<file path="src/rtl/kbd_pkg.sv">
// rtl/kbd_pkg.sv - shared types, scan-code constants and BCD helper for the keyboard event decoder
package kbd_pkg;

  typedef enum logic [2:0] {
    ST_IDLE,
    ST_PREFIX_E0,
    ST_PREFIX_F0,
    ST_PREFIX_E0F0,
    ST_POP
  } kbd_state_e;

  localparam logic [7:0] SC_E0 = 8'hE0;
  localparam logic [7:0] SC_F0 = 8'hF0;

  localparam logic [7:0] ASC_NUL   = 8'h00;
  localparam logic [7:0] ASC_BS    = 8'h08;
  localparam logic [7:0] ASC_CR    = 8'h0D;
  localparam logic [7:0] ASC_SPACE = 8'h20;

  // Two-digit BCD increment; 99 rolls over to 00.
  function automatic logic [7:0] bcd_inc(input logic [7:0] v);
    logic [7:0] r;
    if (v[3:0] == 4'd9) begin
      r = (v[7:4] == 4'd9) ? 8'h00 : {v[7:4] + 4'd1, 4'd0};
    end else begin
      r = {v[7:4], v[3:0] + 4'd1};
    end
    return r;
  endfunction

endpackage

</file>
<file path="src/rtl/scancode_to_ascii.sv">
// rtl/scancode_to_ascii.sv - combinational set-2 scan code to lowercase ASCII ROM
module scancode_to_ascii
  import kbd_pkg::*;
(
  input  logic [7:0] code,
  output logic [7:0] ascii
);

  always_comb begin
    ascii = ASC_NUL;
    case (code)
      8'h1C: ascii = 8'h61;
      8'h32: ascii = 8'h62;
      8'h21: ascii = 8'h63;
      8'h23: ascii = 8'h64;
      8'h24: ascii = 8'h65;
      8'h2B: ascii = 8'h66;
      8'h34: ascii = 8'h67;
      8'h33: ascii = 8'h68;
      8'h43: ascii = 8'h69;
      8'h3B: ascii = 8'h6A;
      8'h42: ascii = 8'h6B;
      8'h4B: ascii = 8'h6C;
      8'h3A: ascii = 8'h6D;
      8'h31: ascii = 8'h6E;
      8'h44: ascii = 8'h6F;
      8'h4D: ascii = 8'h70;
      8'h15: ascii = 8'h71;
      8'h2D: ascii = 8'h72;
      8'h1B: ascii = 8'h73;
      8'h2C: ascii = 8'h74;
      8'h3C: ascii = 8'h75;
      8'h2A: ascii = 8'h76;
      8'h1D: ascii = 8'h77;
      8'h22: ascii = 8'h78;
      8'h35: ascii = 8'h79;
      8'h1A: ascii = 8'h7A;
      8'h45: ascii = 8'h30;
      8'h16: ascii = 8'h31;
      8'h1E: ascii = 8'h32;
      8'h26: ascii = 8'h33;
      8'h25: ascii = 8'h34;
      8'h2E: ascii = 8'h35;
      8'h36: ascii = 8'h36;
      8'h3D: ascii = 8'h37;
      8'h3E: ascii = 8'h38;
      8'h46: ascii = 8'h39;
      8'h29: ascii = ASC_SPACE;
      8'h5A: ascii = ASC_CR;
      8'h66: ascii = ASC_BS;
      default: ascii = ASC_NUL;
    endcase
  end

endmodule

</file>
<file path="src/rtl/kbd_event_decoder.sv">
// rtl/kbd_event_decoder.sv - PS/2 byte stream to make/break key events, held key, ASCII and BCD press count
module kbd_event_decoder
  import kbd_pkg::*;
#(
  parameter bit IGNORE_REPEAT = 1'b1
) (
  input  logic       clk,
  input  logic       resetn,
  input  logic [7:0] ps2_data,
  input  logic       ps2_ready,
  input  logic       ps2_overflow,
  output logic       ps2_nextdata_n,
  output logic       key_valid,
  output logic       key_break,
  output logic       key_ext,
  output logic [7:0] key_code,
  output logic [7:0] key_ascii,
  output logic       key_held,
  output logic [7:0] press_bcd,
  output logic       overflow_seen
);

  kbd_state_e state_q, state_d, after_pop_q, after_pop_d;
  logic       nextdata_n_q, nextdata_n_d;
  logic       valid_q, valid_d;
  logic       break_q, break_d;
  logic       ext_q, ext_d;
  logic [7:0] code_q, code_d;
  logic [7:0] ascii_q, ascii_d;
  logic       held_q, held_d;
  logic       held_ext_q, held_ext_d;
  logic [7:0] held_code_q, held_code_d;
  logic [7:0] bcd_q, bcd_d;
  logic       ovf_q, ovf_d;

  logic [7:0] rom_ascii;
  logic       is_break, is_ext, same_key, is_repeat;

  scancode_to_ascii u_rom (
    .code  (ps2_data),
    .ascii (rom_ascii)
  );

  always_comb begin
    state_d      = state_q;
    after_pop_d  = after_pop_q;
    nextdata_n_d = 1'b1;
    valid_d      = 1'b0;
    break_d      = break_q;
    ext_d        = ext_q;
    code_d       = code_q;
    ascii_d      = ascii_q;
    held_d       = held_q;
    held_ext_d   = held_ext_q;
    held_code_d  = held_code_q;
    bcd_d        = bcd_q;
    ovf_d        = ovf_q | ps2_overflow;

    is_break  = (state_q == ST_PREFIX_F0) || (state_q == ST_PREFIX_E0F0);
    is_ext    = (state_q == ST_PREFIX_E0) || (state_q == ST_PREFIX_E0F0);
    same_key  = ({is_ext, ps2_data} == {held_ext_q, held_code_q});
    is_repeat = !is_break && held_q && same_key;

    if (state_q == ST_POP) begin
      state_d = after_pop_q;
    end else if (ps2_ready) begin
      // Decode now so every event output is registered alongside the pop strobe.
      state_d      = ST_POP;
      nextdata_n_d = 1'b0;
      if (ps2_data == SC_E0) begin
        after_pop_d = ST_PREFIX_E0;
      end else if (ps2_data == SC_F0) begin
        case (state_q)
          ST_IDLE:      after_pop_d = ST_PREFIX_F0;
          ST_PREFIX_E0: after_pop_d = ST_PREFIX_E0F0;
          default:      after_pop_d = state_q;
        endcase
      end else begin
        after_pop_d = ST_IDLE;
        break_d     = is_break;
        ext_d       = is_ext;
        code_d      = ps2_data;
        ascii_d     = is_ext ? ASC_NUL : rom_ascii;
        valid_d     = !(is_repeat && IGNORE_REPEAT);
        if (is_break) begin
          if (same_key) held_d = 1'b0;
        end else begin
          held_d      = 1'b1;
          held_ext_d  = is_ext;
          held_code_d = ps2_data;
          if (!is_repeat) bcd_d = bcd_inc(bcd_q);
        end
      end
    end
  end

  always_ff @(posedge clk or negedge resetn) begin
    if (!resetn) begin
      state_q      <= ST_IDLE;
      after_pop_q  <= ST_IDLE;
      nextdata_n_q <= 1'b1;
      valid_q      <= 1'b0;
      break_q      <= 1'b0;
      ext_q        <= 1'b0;
      code_q       <= 8'h00;
      ascii_q      <= 8'h00;
      held_q       <= 1'b0;
      held_ext_q   <= 1'b0;
      held_code_q  <= 8'h00;
      bcd_q        <= 8'h00;
      ovf_q        <= 1'b0;
    end else begin
      state_q      <= state_d;
      after_pop_q  <= after_pop_d;
      nextdata_n_q <= nextdata_n_d;
      valid_q      <= valid_d;
      break_q      <= break_d;
      ext_q        <= ext_d;
      code_q       <= code_d;
      ascii_q      <= ascii_d;
      held_q       <= held_d;
      held_ext_q   <= held_ext_d;
      held_code_q  <= held_code_d;
      bcd_q        <= bcd_d;
      ovf_q        <= ovf_d;
    end
  end

  assign ps2_nextdata_n = nextdata_n_q;
  assign key_valid      = valid_q;
  assign key_break      = break_q;
  assign key_ext        = ext_q;
  assign key_code       = code_q;
  assign key_ascii      = ascii_q;
  assign key_held       = held_q;
  assign press_bcd      = bcd_q;
  assign overflow_seen  = ovf_q;

endmodule
</file>
<file path="config.mk">
export PLATFORM = sky130hd
export DESIGN_NAME = kbd_event_decoder
export DESIGN_NICKNAME = d
export VERILOG_FILES = /design/src/rtl/kbd_pkg.sv /design/src/rtl/scancode_to_ascii.sv /design/src/rtl/kbd_event_decoder.sv
export SDC_FILE = /design/constraint.sdc
export NUM_CORES = 1
export LEC_CHECK = 0
export CORE_MARGIN = 4
export CORE_UTILIZATION = 35
export DETAILED_ROUTE_END_ITERATION = 10
export PLACE_DENSITY = 0.66
export SYNTH_ARGS = -nofsm -noshare
export SYNTH_HDL_FRONTEND = slang
export SYNTH_SLANG_ARGS = --single-unit
</file>
<file path="constraint.sdc">
create_clock -name clk -period 1.55 [get_ports clk]
set_input_delay 0.465 -clock clk [delete_from_list [all_inputs] [get_ports clk]]
set_output_delay 0.465 -clock clk [all_outputs]
set_load 0.02 [all_outputs]
</file>
==> results.py, run 1 <==
metrics = {
    "status": {
        "status": "finished, violations left",
        "violations": "setup timing",
    },
    "die": {
        "initial_utilization_pct": 35.64,
        "die_y_um": 96.48,
        "die_w_um": 96.48,
        "io_pins": 42,
        "coreArea_mm2": 0.007687,
        "std_cell_rows": 32,
        "die_area_mm2": 0.009308,
    },
    "sta": {
        "slew_violations": 0,
        "rsz0062_at_grt": "yes",
        "max_freq_ghz": 0.5858,
        "fin_skew_ps": 11.01,
        "period_share_pct": 110.1,
        "hold_viol": 0,
        "final-setup-viol-count": 25,
        "final.setup.worst_slack_ps": -157.0,
        "fin_setup_tns_ps": -1993,
        "finalWorstPathRequiredPeriod_ps": 1707,
    },
    "power_and_ir_drop": {
        "leakage_uw": 0.002026,
        "swShare_pct": 38.65,
        "sequentialPowerShare_pct": 33.9,
        "ir_drop_mv": 0.4995,
        "clock_power_share_pct": 13.3,
        "combPwrFrac_pct": 52.8,
        "p_per_area_mw_per_mm2": 1208,
        "power.switching_uw": 2056,
        "p_int_uw": 3264,
    },
    "synth": {
        "yosysWarnings": 0,
        "synthDistinctLibCells": 64,
        "synth-main-ff-cell": "dfrtp_1",
        "synth_edf_count": 0,
        "synth-seq-cells": 44,
        "synth_nets": 317,
        "synth.top_cells.by_area": "dfrtp_1, nand2_1, o21ai_0",
        "netlist_area_mm2": 0.002740,
        "syn-mean-instance-area_um2": 9.195,
        "synthArstFlopShare_pct": 100.0,
        "synth_top_area_cell": "dfrtp_1",
        "yosysMostFrequentCell": "dfrtp_1",
        "synth_top_area_share_pct": 39.27,
        "synth_common_cells": "dfrtp_1, nand2_1, o21ai_0",
        "seq_area_frac_synth_pct": 40.23,
        "syn_inst": 298,
    },
    "clock_tree": {
        "cts_tree": "done",
        "cts_num_sinks": 44,
        "clock_path_buffers": 2,
        "ctsHoldBuffers": 0,
        "clk_latency_ps": 300,
        "path_clk_slew_ps": 90,
        "htreeDepth": 2,
        "clockRootBuffer": "clkbuf_8",
        "cts_buffers": 5,
    },
    "global_route": {
        "grt_overflow": 0,
        "grt_max_degree": 30,
        "grt_first_pass_wirelength_um": 13760,
        "track_usage_pct": 19.00,
        "first_global_vias": 2787,
        "grt_antenna_before_repair": 0,
    },
    "critical_path": {
        "worstSetupPathType": "in2reg",
        "cp.arrival_ps": 1900,
        "cp-end-kind": "register",
        "rr_worst_depth": 5,
        "reg2reg_slack_ps": -150,
        "cpLargestDelayFamily": "simple AND/OR/NAND/NOR gates",
        "critPathBufInv": 3,
        "r2r-end": "press_bcd[5]$_DFFE_PN0P_",
        "critPathMaxFanout": 5,
        "cp-start-kind": "primary input",
        "crit_slowest_cell": "and4_4",
        "cpPeakStageDelay_ps": 350,
        "worstPathCellList": "clkdlybuf4s15_2 -> xor2_1 -> nor4_2 -> and4_4 -> buf_6 -> buf_6 -> nor2_4 -> xnor2_1",
        "regToRegStartpoint": "state_q[2]$_DFFE_PN0P_",
        "worstPathRequired_ps": 1740,
        "crit_path_frequent_cell": "buf_6",
        "crit_start": "ps2_data[7]",
    },
    "detailed_routing": {
        "num_vias": 2746,
        "dr.first_iter.drc_count": 128,
        "vias_per_cell": 5.230,
        "firstDrtPassIters": 4,
        "antenna_left": 0,
        "wire_per_inst_um": 15.74,
        "drc_errors": 0,
        "wl_um": 8263,
    },
    "place": {
        "dp_hpwl_um": 5792,
        "place_ws_ps": -962.3,
        "place_congestion": 0.9617,
        "port-buffer-count": 40,
    },
    "worst_hold_path": {
        "min_path_type": "in2async",
    },
    "cells_and_area": {
        "num-fill-cells": 683,
        "final_nets": 441,
        "antenna_cells": 0,
        "area_growth_pct": 60.68,
        "drive_above_1_share_pct": 44.68,
    },
    "job": {
        "max_cap_violations": 0,
    },
}
[per-layer routing]
metal	vias to the layer above	global-route usage (%)	wire, um
met5	-	0	0
met4	0	5.140	136
met3	12	3.021	478
met2	83	33.05	4119
met1	1326	24.44	3528
li1	1325	-	-
[state kept, by name, summed over array words and instances (netlist names)]
name / count
held_code_q: 8
key_code: 8
press_bcd: 8
key_ascii: 7
after_pop_q: 3
state_q: 3
held_ext_q: 1
key_break: 1
key_ext: 1
key_held: 1
key_valid: 1
overflow_seen: 1
ps2_nextdata_n: 1
[power groups by stage]
| stage | combinational, uW | clock (uW) | sequential [uW] |
|---|---|---|---|
| after floorplan | 1060 | 0 | 2120 |
| after global placement | 2420 | 0 | 1790 |
| after detailed placement | 2460 | 0 | 1800 |
| after CTS | 2650 | 730 | 1780 |
| after global routing | 3020 | 786 | 1850 |
| final | 2810 | 707 | 1800 |
[how the worst max path moves through the flow]
stage | end | slack [ps] | cells past startpoint
5_1_grt | press_bcd[5]$_DFFE_PN0P_ | -240 | 6
3_5_place_dp | press_bcd[4]$_DFFE_PN0P_ | -960 | 8
4_1_cts | press_bcd[5]$_DFFE_PN0P_ | -200 | 5
6_report | press_bcd[0]$_DFFE_PN0P_ | -160 | 8
2_1_floorplan | key_ascii[3]$_DFFE_PN0P_ | -310 | 8
3_3_place_gp | press_bcd[5]$_DFFE_PN0P_ | -900 | 7
[cell families (layout without fill, tap and decap cells)]
logic type | Yosys count | in the layout | synth area share [%]
and+or+nand+nor | 108 | 108 | 20.87
AOI/OAI and AO/OA | 79 | 79 | 20.00
buffers and inverters | 35 | 160 | 6.256
adders and majority gates | 7 | 7 | 3.196
DFF | 44 | 44 | 40.23
other | 1 | 1 | 0.1369
muxes | 11 | 11 | 5.160
xor gates and xnor gates | 13 | 13 | 4.155
[repair_timing]
item,in CTS,in global routing
setup endpoints to repair,68,41
gates resized for setup,121,44
gates cloned,1,1
pin swaps,22,19
setup buffers,28,5
hold endpoints to repair,0,0
[per-stage QoR]
stage	cell area (um2)	hold WS [ps]	total power [uW]	util [%]	cells
4_1_cts	4282	72.00	5161	55.70	521
2_1_floorplan	2890	169.4	3180	-	298
5_1_grt	4403	71.83	5659	57.28	525
3_3_place_gp	3757	385.8	4212	48.88	485
3_5_place_dp	3757	394.4	4252	48.88	485
6_report	4403	59.54	5321	57.28	525
[cell type report]
cell class	count	area [um2]	share of cell area (%)
flip-flops and latches	44	1102	25.04
well taps	102	127.6	2.899
inverters	12	51.30	1.165
clock buffers	7	76.32	1.733
multi-input cells	219	1775	40.32
clock inverters	1	5.005	0.1137
repair buffers	140	1265	28.73
[cell usage in the layout, fill, tap and decap left out, types with 4 or more instances in the layout]
cell and instances:
dfrtp_1 43, clkdlybuf4s15_2 4, a31oi_1 5, nand2_2 7
clkbuf_8 5, nand3_1 9, nand2_1 27, nor2_1 12
nand2_4 4, dlygate4sd2_1 25, buf_6 24, a32o_1 4
ha_4 4, mux2_4 8, o21ai_0 8, buf_4 73
xor2_1 8, o21ai_1 10, or3_1 4, inv_1 9
o211ai_1 4, a21oi_1 10, nand2b_1 6, o21ai_2 5
No activity file was read; power rests on OpenSTA's default activity.
==> run 2, diff against run 1 <==
--- a/config.mk
+++ b/config.mk
@@ -5,10 +5,13 @@
 export SDC_FILE = /design/constraint.sdc
 export NUM_CORES = 1
 export LEC_CHECK = 0
+export CORE_ASPECT_RATIO = 1.2
 export CORE_MARGIN = 4
 export CORE_UTILIZATION = 35
 export DETAILED_ROUTE_END_ITERATION = 10
+export MAX_ROUTING_LAYER = met4
 export PLACE_DENSITY = 0.66
+export SKIP_CTS_REPAIR_TIMING = 1
 export SYNTH_ARGS = -nofsm -noshare
 export SYNTH_HDL_FRONTEND = slang
 export SYNTH_SLANG_ARGS = --single-unit
==> run 2 against run 1 <==
Net effect:
- the run still ends with setup timing left
- routed wire length rose by 2.0%
- cell count down 3.2%
- hold slack gained 75 ps
- total power rose by 4.7%
- sequential share of layout area down 0.89 points
- combinational power is 7% higher
- design area grew 3.7%
- critical endpoint is now press_bcd[1]$_DFFE_PN0P_
- highest routed layer unchanged
==> results.py, run 2 (synthesis gave the netlist of run 1 again) <==
metrics = {
    "status": {
        "status": "finished, violations left",
        "violations": "setup timing",
    },
    "detailed_routing": {
        "dr.first_iter.drc_count": 90,
        "firstDrtPassIters": 4,
        "num_vias": 2709,
        "wire_per_inst_um": 16.59,
        "vias_per_cell": 5.333,
        "wl_um": 8428,
        "antenna_left": 0,
        "drc_errors": 0,
    },
    "critical_path": {
        "cpPeakStageDelay_ps": 410,
        "cp-end-kind": "register",
        "worstPathCellList": "xor2_1 -> nor4_2 -> and4_4 -> buf_6 -> nor3_4 -> mux2_4",
        "worstSetupPathType": "reg2reg",
        "crit_slowest_cell": "dfrtp_1",
        "cp-start-kind": "register",
        "cpLargestDelayFamily": "simple AND/OR/NAND/NOR gates",
        "cp.arrival_ps": 1940,
        "critPathBufInv": 1,
        "critPathMaxFanout": 5,
        "worstPathRequired_ps": 1750,
    },
    "power_and_ir_drop": {
        "combPwrFrac_pct": 53.9,
        "leakage_uw": 0.002305,
        "swShare_pct": 37.65,
        "p_per_area_mw_per_mm2": 1220,
        "power.switching_uw": 2097,
        "clock_power_share_pct": 13.8,
        "sequentialPowerShare_pct": 32.3,
        "ir_drop_mv": 1.077,
        "p_int_uw": 3473,
    },
    "place": {
        "place_congestion": 0.9187,
        "dp_hpwl_um": 5725,
        "port-buffer-count": 40,
        "dpl_cell_area_mm2": 0.003755,
    },
    "worst_hold_path": {
        "min_path_type": "in2async",
    },
    "global_route": {
        "grt_antenna_before_repair": 0,
        "grt_overflow": 0,
        "first_global_vias": 2597,
        "track_usage_pct": 17.58,
        "grt_max_degree": 45,
        "grt_first_pass_wirelength_um": 12560,
    },
    "sta": {
        "final.setup.worst_slack_ps": -190.1,
        "final-setup-viol-count": 25,
        "hold_viol": 0,
        "period_share_pct": 112.3,
        "fin_skew_ps": 9.206,
        "slew_violations": 0,
        "rsz0062_at_grt": "yes",
        "hold_ws_ps": 135.0,
        "finalWorstPathRequiredPeriod_ps": 1740,
        "max_freq_ghz": 0.5747,
    },
    "clock_tree": {
        "htreeDepth": 2,
        "clock_path_buffers": 2,
        "clk_latency_ps": 300,
        "clockRootBuffer": "clkbuf_8",
        "cts_num_sinks": 44,
        "cts_buffers": 5,
        "path_clk_slew_ps": 90,
        "cts_tree": "done",
    },
    "cells_and_area": {
        "drive_above_1_share_pct": 43.99,
        "final_nets": 434,
        "area_growth_pct": 66.58,
        "antenna_cells": 0,
        "final_common_cell": "buf_4",
        "design_area_mm2": 0.004564,
        "final_cell_mix": "buf_4, dfrtp_1, dlymetal6s2s_1",
    },
    "die": {
        "die_area_mm2": 0.009314,
        "die_y_um": 104.9,
        "io_pins": 42,
        "initial_utilization_pct": 35.76,
        "coreArea_mm2": 0.007664,
        "die_w_um": 88.77,
        "std_cell_rows": 35,
    },
    "job": {
        "max_cap_violations": 0,
    },
}
==> run 2: cell count changes in the layout (fill, tap and decap cells not counted), moves of 3 or more <==
cell	before	now
buf_4	73	65
clkdlybuf4s15_2	4	0
buf_6	24	21
dlymetal6s2s_1	0	35
dlygate4sd2_1	25	0
nand2b_1	6	3
clkbuf_2	3	0
==> run 2: area by class of cell <==
type	instances	area [um2]
timing repair buffer	133	1358
multi-input combinational	219	1837
fill	617	3099
inverter	12	58.81
clock inverter	1	7.507
tap	92	115.1
sequential	44	1102
clock buffer	7	86.33
==> run 2: layer usage <==
| metal | vias to the layer above | share of wire, % | wire length (um) | GRT usage, % |
|---|---|---|---|---|
| li1 | 1296 | - | - | - |
| met1 | 1341 | 40 | 3411 | 21.69 |
| met2 | 57 | 53 | 4508 | 28.98 |
| met3 | 15 | 3.6 | 305 | 2.208 |
| met4 | 0 | 2.4 | 202 | 6.479 |
| met5 | - | 0 | 0 | - |
==> run 2: path summary, 6_finish.rpt <==
check,start,depth (start not counted),slack (ps),endpoint
setup reg to reg,held_code_q[4]$_DFFE_PN0P_,6,-190,press_bcd[1]$_DFFE_PN0P_
setup / recovery,held_code_q[4]$_DFFE_PN0P_,6,-190,press_bcd[1]$_DFFE_PN0P_
hold / removal,resetn,2,140,press_bcd[1]$_DFFE_PN0P_
hold reg to reg,overflow_seen$_DFF_PN0_,1,470,overflow_seen$_DFF_PN0_
max in group asynchronous,resetn,2,1150,ps2_nextdata_n$_DFF_PN1_
min in group clk,overflow_seen$_DFF_PN0_,1,470,overflow_seen$_DFF_PN0_
==> run 2: power groups by stage <==
stage          registers (uW)  clock network [uW]  logic, uW
2_1_floorplan            2120                   0       1060
5_1_grt                  1860                 830       3220
4_1_cts                  1770                 786       2430
6_report                 1800                 767       3000
3_3_place_gp             1780                   0       2390
3_5_place_dp             1800                   0       2420
==> run 2: through the flow <==
| step | util [%] | TNS (ps) | std cells | setup WS (ps) | total power, uW |
|---|---|---|---|---|---|
| 6_report | 59.56 | -2223 | 508 | -190.1 | 5569 |
| 5_1_grt | 59.56 | -3879 | 508 | -264.7 | 5908 |
| 4_1_cts | 50.22 | -24690 | 486 | -668.3 | 4992 |
| 3_5_place_dp | 49.00 | -31230 | 478 | -995.6 | 4224 |
| 3_3_place_gp | 49.00 | -30370 | 478 | -961.7 | 4171 |
| 2_1_floorplan | - | -4684 | 298 | -315.0 | 3180 |
==> run 3, diff against run 2 <==
--- a/config.mk
+++ b/config.mk
@@ -6,12 +6,11 @@
 export NUM_CORES = 1
 export LEC_CHECK = 0
 export CORE_ASPECT_RATIO = 1.2
-export CORE_MARGIN = 4
+export CORE_MARGIN = 2
 export CORE_UTILIZATION = 35
 export DETAILED_ROUTE_END_ITERATION = 10
 export MAX_ROUTING_LAYER = met4
 export PLACE_DENSITY = 0.66
-export SKIP_CTS_REPAIR_TIMING = 1
 export SYNTH_ARGS = -nofsm -noshare
 export SYNTH_HDL_FRONTEND = slang
 export SYNTH_SLANG_ARGS = --single-unit
==> run 3 against run 2 <==
Net effect:
- the run still ends with setup timing left
- total power down 5.4%
- maximum frequency increased by 0.74%
- global-route usage grew 2.2 points
- setup slack improved by 13 ps
- combinational power down 8.0%
- design area fell by 7.6%
- die area decreased by 8.1%
- sequential cell count is the same
==> results.py, run 3 (synthesis gave the netlist of run 1 again) <==
metrics = {
    "status": {
        "status": "finished, violations left",
        "violations": "setup timing",
    },
    "sta": {
        "rsz0062_at_grt": "yes",
        "fin_skew_ps": 14.63,
        "final.setup.worst_slack_ps": -177.3,
        "finalWorstPathRequiredPeriod_ps": 1727,
        "slew_violations": 0,
        "max_freq_ghz": 0.5789,
        "final-setup-viol-count": 21,
        "hold_viol": 0,
        "hold_ws_ps": 464.8,
        "period_share_pct": 111.4,
    },
    "clock_tree": {
        "clk_latency_ps": 300,
        "cts_buffers": 5,
        "cts_tree": "done",
        "cts_num_sinks": 44,
        "clockRootBuffer": "clkbuf_8",
        "htreeDepth": 2,
        "clock_path_buffers": 2,
        "path_clk_slew_ps": 90,
    },
    "place": {
        "port-buffer-count": 40,
        "place_congestion": 0.9458,
        "dp_hpwl_um": 5962,
    },
    "cells_and_area": {
        "antenna_cells": 0,
        "final_cell_mix": "buf_4, dfrtp_1, nand2_1",
        "drive_above_1_share_pct": 38.82,
        "area_growth_pct": 53.88,
        "final_common_cell": "buf_4",
        "final_nets": 426,
    },
    "detailed_routing": {
        "dr.first_iter.drc_count": 159,
        "vias_per_cell": 5.325,
        "drc_errors": 0,
        "wl_um": 8006,
        "num_vias": 2657,
        "antenna_left": 0,
        "firstDrtPassIters": 4,
        "wire_per_inst_um": 16.04,
    },
    "worst_hold_path": {
        "min_path_type": "in2reg",
    },
    "global_route": {
        "grt_overflow": 0,
        "grt_max_degree": 28,
        "grt_antenna_before_repair": 0,
        "grt_first_pass_wirelength_um": 13220,
        "track_usage_pct": 19.76,
        "first_global_vias": 2708,
    },
    "critical_path": {
        "worstPathRequired_ps": 1740,
        "worstSetupPathType": "reg2reg",
        "cp-start-kind": "register",
        "cp-end-kind": "register",
        "cp.arrival_ps": 1920,
        "critPathMaxFanout": 6,
    },
    "power_and_ir_drop": {
        "p_per_area_mw_per_mm2": 1249,
        "leakage_uw": 0.001925,
        "ir_drop_mv": 0.9895,
        "total_power_uw": 5267,
    },
    "die": {
        "coreArea_mm2": 0.007620,
        "std_cell_rows": 35,
        "io_pins": 42,
        "initial_utilization_pct": 35.96,
        "die_w_um": 84.77,
        "die_y_um": 100.9,
        "die_area_mm2": 0.008555,
    },
    "job": {
        "max_cap_violations": 0,
    },
}
## run 3: report_power, final
part	internal (uW)	switching (uW)
clock	306	399
sequential	1530	269
combinational	1390	1380
## run 3: routing by layer
metal | GRT usage, % | part of all wire (%) | vias up
met1 | 23.74 | 42 | 1294
met3 | 2.621 | 3.2 | 14
met5 | - | 0 | -
met4 | 5.128 | 1.7 | 0
li1 | - | - | 1284
met2 | 35.01 | 53 | 65
## run 3: worst paths after layout
check                                                 from                  endpoint  slack, ps  cells past startpoint
worst min-delay path                           ps2_data[7]   key_code[7]$_DFFE_PN0P_        460                      2
max in group asynchronous                           resetn  ps2_nextdata_n$_DFF_PN1_        520                      3
worst max register to register  held_code_q[0]$_DFFE_PN0P_  press_bcd[3]$_DFFE_PN0P_       -180                      6
min in group asynchronous                           resetn   key_code[7]$_DFFE_PN0P_        540                      2
worst max-delay path            held_code_q[0]$_DFFE_PN0P_  press_bcd[3]$_DFFE_PN0P_       -180                      6
worst min register to register     overflow_seen$_DFF_PN0_   overflow_seen$_DFF_PN0_        480                      1
## run 3: critical path: stages, from the launching register on
cell	delay, ps
dfrtp_1	410
xor2_1	190
nor4_4	300
and4_4	330
buf_6	120
mux2i_1	190
nand2_1	80
## run 3: area by class of cell
cell class	instances	area [um2]
Timing Repair Buffer	125	1129
Tap cell	92	115.1
Clock inverter	2	12.51
Inverter	12	50.05
Multi-Input combinational cell	219	1739
Sequential cell	44	1102
Clock buffer	5	68.82
Fill cell	701	3403
## run 3: stage by stage
step | setup WS, ps | std cells | area [um2] | utilization (%) | TNS, ps
3_5_place_dp | -948.1 | 474 | 3737 | 49.05 | -29950
3_3_place_gp | -911.7 | 474 | 3737 | 49.05 | -29320
4_1_cts | -242.4 | 495 | 4109 | 53.92 | -2216
5_1_grt | -251.5 | 499 | 4217 | 55.34 | -3003
6_report | -177.3 | 499 | 4217 | 55.34 | -1241
2_1_floorplan | -315.0 | 298 | 2890 | - | -4684
## run 3: repair_timing
action                                 in CTS  in global routing
setup endpoints to repair                  68                 34
gates resized for setup                   106                 37
cloned                                      0                  1
setup buffers                              16                  4
hold buffers                                0                  1
endpoints found under the hold margin       0                  1
pin swaps                                  26                 10
